### config.mk
export PLATFORM = sky130hd
export DESIGN_NAME = fetch_sequencer
export DESIGN_NICKNAME = d
export VERILOG_FILES = /design/src/rtl/fetch_pkg.sv /design/src/rtl/fetch_fifo.sv /design/src/rtl/fetch_sequencer.sv
export SDC_FILE = /design/constraint.sdc
export NUM_CORES = 1
export LEC_CHECK = 0
export CAP_MARGIN = 10
export CORE_MARGIN = 4
export CORE_UTILIZATION = 50
export CTS_BUF_LIST = sky130_fd_sc_hd__clkbuf_4 sky130_fd_sc_hd__clkbuf_8
export DETAILED_ROUTE_END_ITERATION = 10
export PLACE_DENSITY = 0.82
export SLEW_MARGIN = 15
export SYNTH_ARGS = -nofsm -noshare
export SYNTH_HDL_FRONTEND = slang
export SYNTH_SLANG_ARGS = --single-unit
export TNS_END_PERCENT = 10
### constraint.sdc
create_clock -name clk -period 4.8 [get_ports clk]
set_input_delay 0.72 -clock clk [delete_from_list [all_inputs] [get_ports clk]]
set_output_delay 0.72 -clock clk [all_outputs]
set_load 0.005 [all_outputs]
### src/rtl/fetch_pkg.sv
// Shared types and helpers for the instruction fetch sequencer and its FIFO.
package fetch_pkg;

  typedef logic [0:0] fetch_state_t;
  localparam fetch_state_t RUN   = 1'b0;
  localparam fetch_state_t FAULT = 1'b1;

  typedef struct packed {
    logic [15:0] pc;
    logic [15:0] instr;
  } fetch_entry_t;

  localparam logic [15:0] INSTR_BYTES = 16'd4;

  // The last byte of the word is checked in 17 bits so 16'hFFFC cannot wrap into range.
  function automatic logic addr_legal(input logic [15:0] a, input int unsigned mem_size);
    logic [16:0] last_byte;
    last_byte = {1'b0, a} + 17'd3;
    return (a[1:0] == 2'b00) && (32'(last_byte) < mem_size);
  endfunction

endpackage

### src/rtl/fetch_fifo.sv
// Circular FIFO of {pc, instr} entries between fetch and decode; flush empties it at once.
module fetch_fifo
  import fetch_pkg::*;
#(
  parameter int DEPTH = 2
) (
  input  logic                     clk,
  input  logic                     reset,
  input  logic                     push,
  input  logic                     pop,
  input  logic                     flush,
  input  fetch_entry_t             wdata,
  output fetch_entry_t             rdata,
  output logic [$clog2(DEPTH):0]   count,
  output logic                     full,
  output logic                     empty
);

  localparam int AW = $clog2(DEPTH);

  fetch_entry_t  mem [DEPTH];
  logic [AW-1:0] rd_ptr;
  logic [AW-1:0] wr_ptr;

  // NOTE: sequential state uses non-blocking assignments so every flop samples pre-edge values.
  always_ff @(posedge clk) begin
    if (reset || flush) begin
      rd_ptr <= '0;
      wr_ptr <= '0;
      count  <= '0;
    end else begin
      if (push) wr_ptr <= wr_ptr + AW'(1);
      if (pop)  rd_ptr <= rd_ptr + AW'(1);
      if (push && !pop)      count <= count + (AW+1)'(1);
      else if (pop && !push) count <= count - (AW+1)'(1);
    end
  end

  // NOTE: storage is not reset; count gates visibility so stale words are never observed.
  always_ff @(posedge clk) begin
    if (push) mem[wr_ptr] <= wdata;
  end

  assign rdata = mem[rd_ptr];
  assign full  = (count == (AW+1)'(DEPTH));
  assign empty = (count == '0);

endmodule

### src/rtl/fetch_sequencer.sv
// PC owner and fetch front end: drives the ROM address and queues fetched words toward decode.
// Optional FETCH_PERF_EN adds saturating fetch/stall/flush counters.
module fetch_sequencer
  import fetch_pkg::*;
#(
  parameter int          MEM_SIZE = 1024,
  parameter int          DEPTH    = 2,
  parameter logic [15:0] RESET_PC = 16'h0
) (
  input  logic        clk,
  input  logic        reset,
  output logic [15:0] imem_addr,
  input  logic [15:0] imem_instr,
  input  logic        redirect_valid,
  input  logic [15:0] redirect_pc,
  output logic        out_valid,
  input  logic        out_ready,
  output logic [15:0] out_instr,
  output logic [15:0] out_pc,
  output logic        fault
`ifdef FETCH_PERF_EN
  ,
  output logic [31:0] perf_fetched,
  output logic [31:0] perf_stall,
  output logic [31:0] perf_flush
`endif
);

  fetch_state_t            state;
  logic [15:0]             pc;
  logic                    pc_legal;
  logic                    push;
  logic                    pop;
  logic                    full;
  logic                    empty;
  logic [$clog2(DEPTH):0]  count;
  fetch_entry_t            head;

  assign pc_legal = addr_legal(pc, MEM_SIZE);
  assign pop      = out_valid && out_ready;
  // A full FIFO may still fetch when decode drains the head in the same cycle.
  assign push     = (state == RUN) && !redirect_valid && pc_legal && (!full || pop);

  always_ff @(posedge clk) begin
    if (reset) begin
      pc    <= RESET_PC;
      state <= RUN;
    end else if (redirect_valid) begin
      pc    <= redirect_pc;
      state <= addr_legal(redirect_pc, MEM_SIZE) ? RUN : FAULT;
    end else if (state == RUN) begin
      if (!pc_legal)  state <= FAULT;
      else if (push)  pc    <= pc + INSTR_BYTES;
    end
  end

  fetch_fifo #(.DEPTH(DEPTH)) u_fifo (
    .clk   (clk),
    .reset (reset),
    .push  (push),
    .pop   (pop),
    .flush (redirect_valid),
    .wdata ('{pc: pc, instr: imem_instr}),
    .rdata (head),
    .count (count),
    .full  (full),
    .empty (empty)
  );

  assign imem_addr = pc;
  assign out_valid = !empty;
  assign out_pc    = head.pc;
  assign out_instr = head.instr;
  assign fault     = (state == FAULT);

`ifdef FETCH_PERF_EN
  logic stall;
  assign stall = (state == RUN) && full && !pop;

  always_ff @(posedge clk) begin
    if (reset) begin
      perf_fetched <= '0;
      perf_stall   <= '0;
      perf_flush   <= '0;
    end else begin
      if (push && perf_fetched != '1)         perf_fetched <= perf_fetched + 32'd1;
      if (stall && perf_stall != '1)          perf_stall   <= perf_stall + 32'd1;
      if (redirect_valid && perf_flush != '1) perf_flush   <= perf_flush + 32'd1;
    end
  end
`endif

endmodule

# Word level (Yosys, flattened, before mapping)
# Memories as Yosys holds them, arrays and structs flattened. A register that Yosys moved wholly into a read port is not among the register bits.
# Cells that the tools add are included.
dict set report classes {
  n_lt_le_gt_ge 2
  n_div 0
  n_reduce_logical 22
  bitwise_logic 1
  multipliers 0
  shifts 0
  n_addsub 7
  n_eq_ne 2
  muxes 14
}
# op count
set ops {}
lappend ops {{two-way mux 16 bit} 4}
lappend ops {{adder 16 x 2 -> 17 bit (second input constant)} 2}
lappend ops {{less-than comparator 17 x 11 -> 1 bit (second input constant)} 2}
lappend ops {{adder 16 x 3 -> 16 bit (second input constant)} 1}
lappend ops {{logical AND 1 bit} 8}
lappend ops {{two-way mux 1 bit} 8}
lappend ops {{zero test 2 bit} 3}
lappend ops {{nonzero test 2 bit} 3}
lappend ops {{zero test 1 bit} 5}
lappend ops {{two-way mux 2 bit} 2}
lappend ops {{AND reduction 3 bit} 1}
lappend ops {{adder 1 bit (second input constant)} 2}
lappend ops {{adder 2 x 1 -> 2 bit (second input constant)} 1}
lappend ops {{== test 2 bit (second input constant)} 1}
lappend ops {{logical OR 1 bit} 2}
lappend ops {{!= test 2 bit (second input constant)} 1}
lappend ops {{subtractor 2 x 1 -> 2 bit (second input constant)} 1}
lappend ops {{NOT 1 bit} 1}
dict set report word_totals {
  wordCells 54
  latchBits 0
  regBits 21
  inputBits 36
  ram_bits 64
  romBits 0
  output_inout_bits 50
  memories 1
}
# memory words width read_ports rd_ports_with_merged_regs wr line_no
set mem_list {}
lappend mem_list {u_fifo.mem 2 32 1 1 1 fetch_fifo.sv:21} ;# fetch_entry_t mem [DEPTH];

# Logic depth before layout (Yosys ltp)
dict set report logic_depth {
  ltp_word 9
  ltp_mapped 10
  depth_no_buf 8
}

# By module
# From an unflattened synthesis, not the netlist that was laid out.
dict set report hier_totals {
  cells_unflattened 230
  hier_area_um2 3432.0
}
# mod cells_per_inst seq_area_each_um2 area_each_um2 instances
set modules_own_cells {}
lappend modules_own_cells {fetch_fifo 122 2021.9 2521.2 1}
lappend modules_own_cells {fetch_sequencer 108 340.3 910.9 1}

# Least setup slack after synthesis
# No wires, ideal clock.
dict set report synth_path {
  kind {input to register}
  from {in redirect_valid}
  to {mem u_fifo.mem[0][0] (netlist name), enable pin}
  t_required_ns 4.379
  path_slack_ns 1.198
  stages 5
  setup_ns 0.421
  path_buffers 2
  t_arrival_ns 3.181
  path_cell_list {or2_2 > or4_1 > buf_2 > buf_2 > nor2_1}
}
dict set report synth_between {
  elab_chain_cells 6
}
# element line_no
set synth_rtl {}
lappend synth_rtl {{start, declared} fetch_sequencer.sv:14} ;# input logic redirect_valid,
lappend synth_rtl {{zero test 1 bit} fetch_sequencer.sv:42} ;# assign push = (state == RUN) && !redirect_valid && pc_legal && (!full || pop);
lappend synth_rtl {{logical AND 1 bit (3 in series)} fetch_sequencer.sv:42}
lappend synth_rtl {{two-way mux 1 bit} fetch_fifo.sv:41} ;# if (push) mem[wr_ptr] <= wdata;
lappend synth_rtl {{two-way mux 1 bit (implied by the code)} fetch_fifo.sv:41}
lappend synth_rtl {{end, declared} fetch_fifo.sv:21}
# No other way between the ends.

# Final worst setup path
dict set report layout_path {
  from {in redirect_valid}
  to {mem u_fifo.mem[1][26] (netlist name), enable pin}
}
# Same word-level chain as after synthesis.

==> results.txt <==
Fin crit period: 3.21 ns
Internal Pwr Total: 1180 uW
Via density: 5.47
Clk buf depth: 2
Hold_buf cts: 0
Port bufs: 85
Seq pwr share: 0.565
Die area: 8050 um2
Fillers: 439
DRT antenna net count: 0
GRT met3 Usage: 0.0509
Skew-Pair Late Insertion Delay: 0.35 ns
Fraction of layout cells with a size suffix above 1: 0.179
Initial Util: 0.520
Clk slew on worst S/H paths: 0.08 ns
Compound-Gate Fraction of Synth Area: 0.0363
First-pass GRT wire length: 10,900 um
Postcts setup bufs: 0
Worst reg2reg startpoint: imem_addr[12]
GRT busiest layer: met2
Slowest CP cell: or4_1
Setup TNS: 0 ns
GP Congestion: 0.765
Comb pwr share: 0.087
Startpoint Class: primary input
Post-Syn Nets: 253
I/O Pins: 86
Flop and latch count out of synthesis: 86
Most common cell after layout, fill and taps aside: clkdlybuf4s50_1
Site Rows: 29
DP Wirelength: 4460 um
Post-synthesis sequential area ratio: 0.707
Diode count: 0
EDFF count, synth: 64
Critical Path AT: 3.21 ns
Die width: 89.7 um
Total routed wirelength: 6580 um
Initial antenna violation count: 0
Slew @ Worst Pin: 0.934 ns
TritonCTS clock tree: yes
Max cap viols: 0
Peak supply drop: 0.000230 V
Num Clock Sinks: 86
Worst Clk Skew: 0.0107 ns
Post-synthesis simple-gate area fraction: 0.0858
Pin count of the biggest net entering global routing: 33
Root buffer cell: clkbuf_8
Critical Path End Type: flip-flop
Post-synthesis mux area share: 0.132
Internal reg-to-reg setup slack: 1.73 ns
Vias in the first global route: 2,217
Yosys warns: 0
Vias after detailed routing: 2,101
Commonest cells after routing, fill and taps aside: clkdlybuf4s50_1 (85), edfxtp_1 (64), mux2_2 (32)
Leakage: 0.00151 uW
Grt ovf: 0
Final Hold Fails: 0
Remaining DRCs: 0
Slew margin rel.: 0.376
Post-synth ARST share: 0
Final period util: 0.669
TritonRoute pass-1 iters: 4
Critical path origin: redirect_valid
Clk network pwr share: 0.348
Unrepaired setup endpoints after global routing: no
Max FO, Critical Path: 32
Slew Limit Fails: 0
WL/cell: 17.1 um
Post-synthesis area per instance: 15.5 um2
Synth unique cells: 30
Worst hold path type: flip-flop to flip-flop
Total track usage: 0.171
Switch Pwr: 302 uW
Nets: 340
Fmax: 311 MHz
Min Hold Slack: 0.525 ns
Iteration-0 DRC Markers: 76
Worst Path Required: 4.80 ns
Mapped cell area: 3340 um2
Kind of critical path: primary input to flip-flop
Pwr Density: 331 nW/um2
Synth Area in XOR/XNOR: 0.0131
Synth Flop Type: edfxtp_1
Die Y-Extent: 89.7 um
Hold path start: imem_addr[13]
CP Cell Sequence: clkdlybuf4s50_1, or2_2, or4_1, inv_1, and2_1, buf_4
CTS Buf Count: 9
Setup Viol. Count Final: 0
Mapped Cells: 215
Met1 global-route usage: 0.219
CP peak stage delay: 0.80 ns
Net Sw Frac: 0.204
Final Util: 0.697
Met2 Use GR: 0.274
Adder-cell share of the synthesized area: 0.00749
Post-CTS Resized: 0
P&R area growth vs syn: 34.1%
Outcome: finished, final reports clean
H-Tree Depth: 3
Core ar.: 6420 um2
Largest family of logic cells by synthesized area: multiplexers
## state kept, by name, indices dropped and copies added, names as in the netlist, named ones only
name	count
fault	1
u_fifo.rd_ptr	1
u_fifo.mem	64
u_fifo.count	2
u_fifo.wr_ptr	1
imem_addr	16
## layer usage
layer  wire, um  vias to the layer above
met5          0                        -
met1       2890                     1015
met4        111                        0
met2       3140                       75
met3        437                       11
li1           -                     1000
## synth_stat cells, drive strengths merged (6+ instances only)
cell type	n	area share
edfxtp	64	0.58
mux2	32	0.11
dfxtp	22	0.13
nor2	11	0.012
nor3	9	0.013
mux2i	8	0.024
a31oi	6	0.011
a32oi	6	0.016
buf	6	0.0079
clkbuf	6	0.0067
nand3b	6	0.013
or3	6	0.011
## layout make-up
type | instances | area (um2) | area share
flip-flops and latches | 86 | 2360 | 0.528
multi-input cells | 114 | 925 | 0.207
repair buffers | 88 | 873 | 0.195
clock buffers | 13 | 166 | 0.0372
well taps | 77 | 96.3 | 0.0215
clock inverters | 3 | 42.5 | 0.00950
inverters | 3 | 11.3 | 0.00252
## power by group through the flow
stage                     logic [uW]  registers, uW  clock network, uW
after floorplan                 49.0            849                  0
after global placement           127            853                  0
after detailed placement         130            855                  0
after CTS                        131            838                526
after global routing             140            841                557
final                            129            838                515
## cells by family after synthesis
kind of cell / after synthesis
XOR/XNOR: 5
multiplexers: 40
AO/OA/AOI/OAI: 16
buffers and inverters: 15
adder cells (fa/ha/maj): 2
flip-flops: 86
AND/OR/NAND/NOR: 51
## final timing paths
check                           end  cells after the start
setup / recovery  u_fifo.mem[1][26]                      6
hold reg to reg   u_fifo.mem[1][29]                      0
hold / removal    u_fifo.mem[1][29]                      0
setup reg to reg  u_fifo.mem[1][26]                      5
## worst max-delay path, delay by kind of cell
| kind | cells | cell delay, ns |
|---|---|---|
| buf+inv | 3 | 1.19 |
| simple gates | 3 | 1.29 |
## metrics by stage
step / cell area, um2 / instances / power, uW / worst slack [ns]
after floorplan: 3340 / 215 / 898 / 1.20
after global placement: 4270 / 368 / 980 / 1.29
after detailed placement: 4270 / 368 / 985 / 1.23
after CTS: 4480 / 384 / 1490 / 1.60
after global routing: 4480 / 384 / 1540 / 1.40
final: 4480 / 384 / 1480 / 1.59
Note: power is estimated with default switching activity, not from simulation.
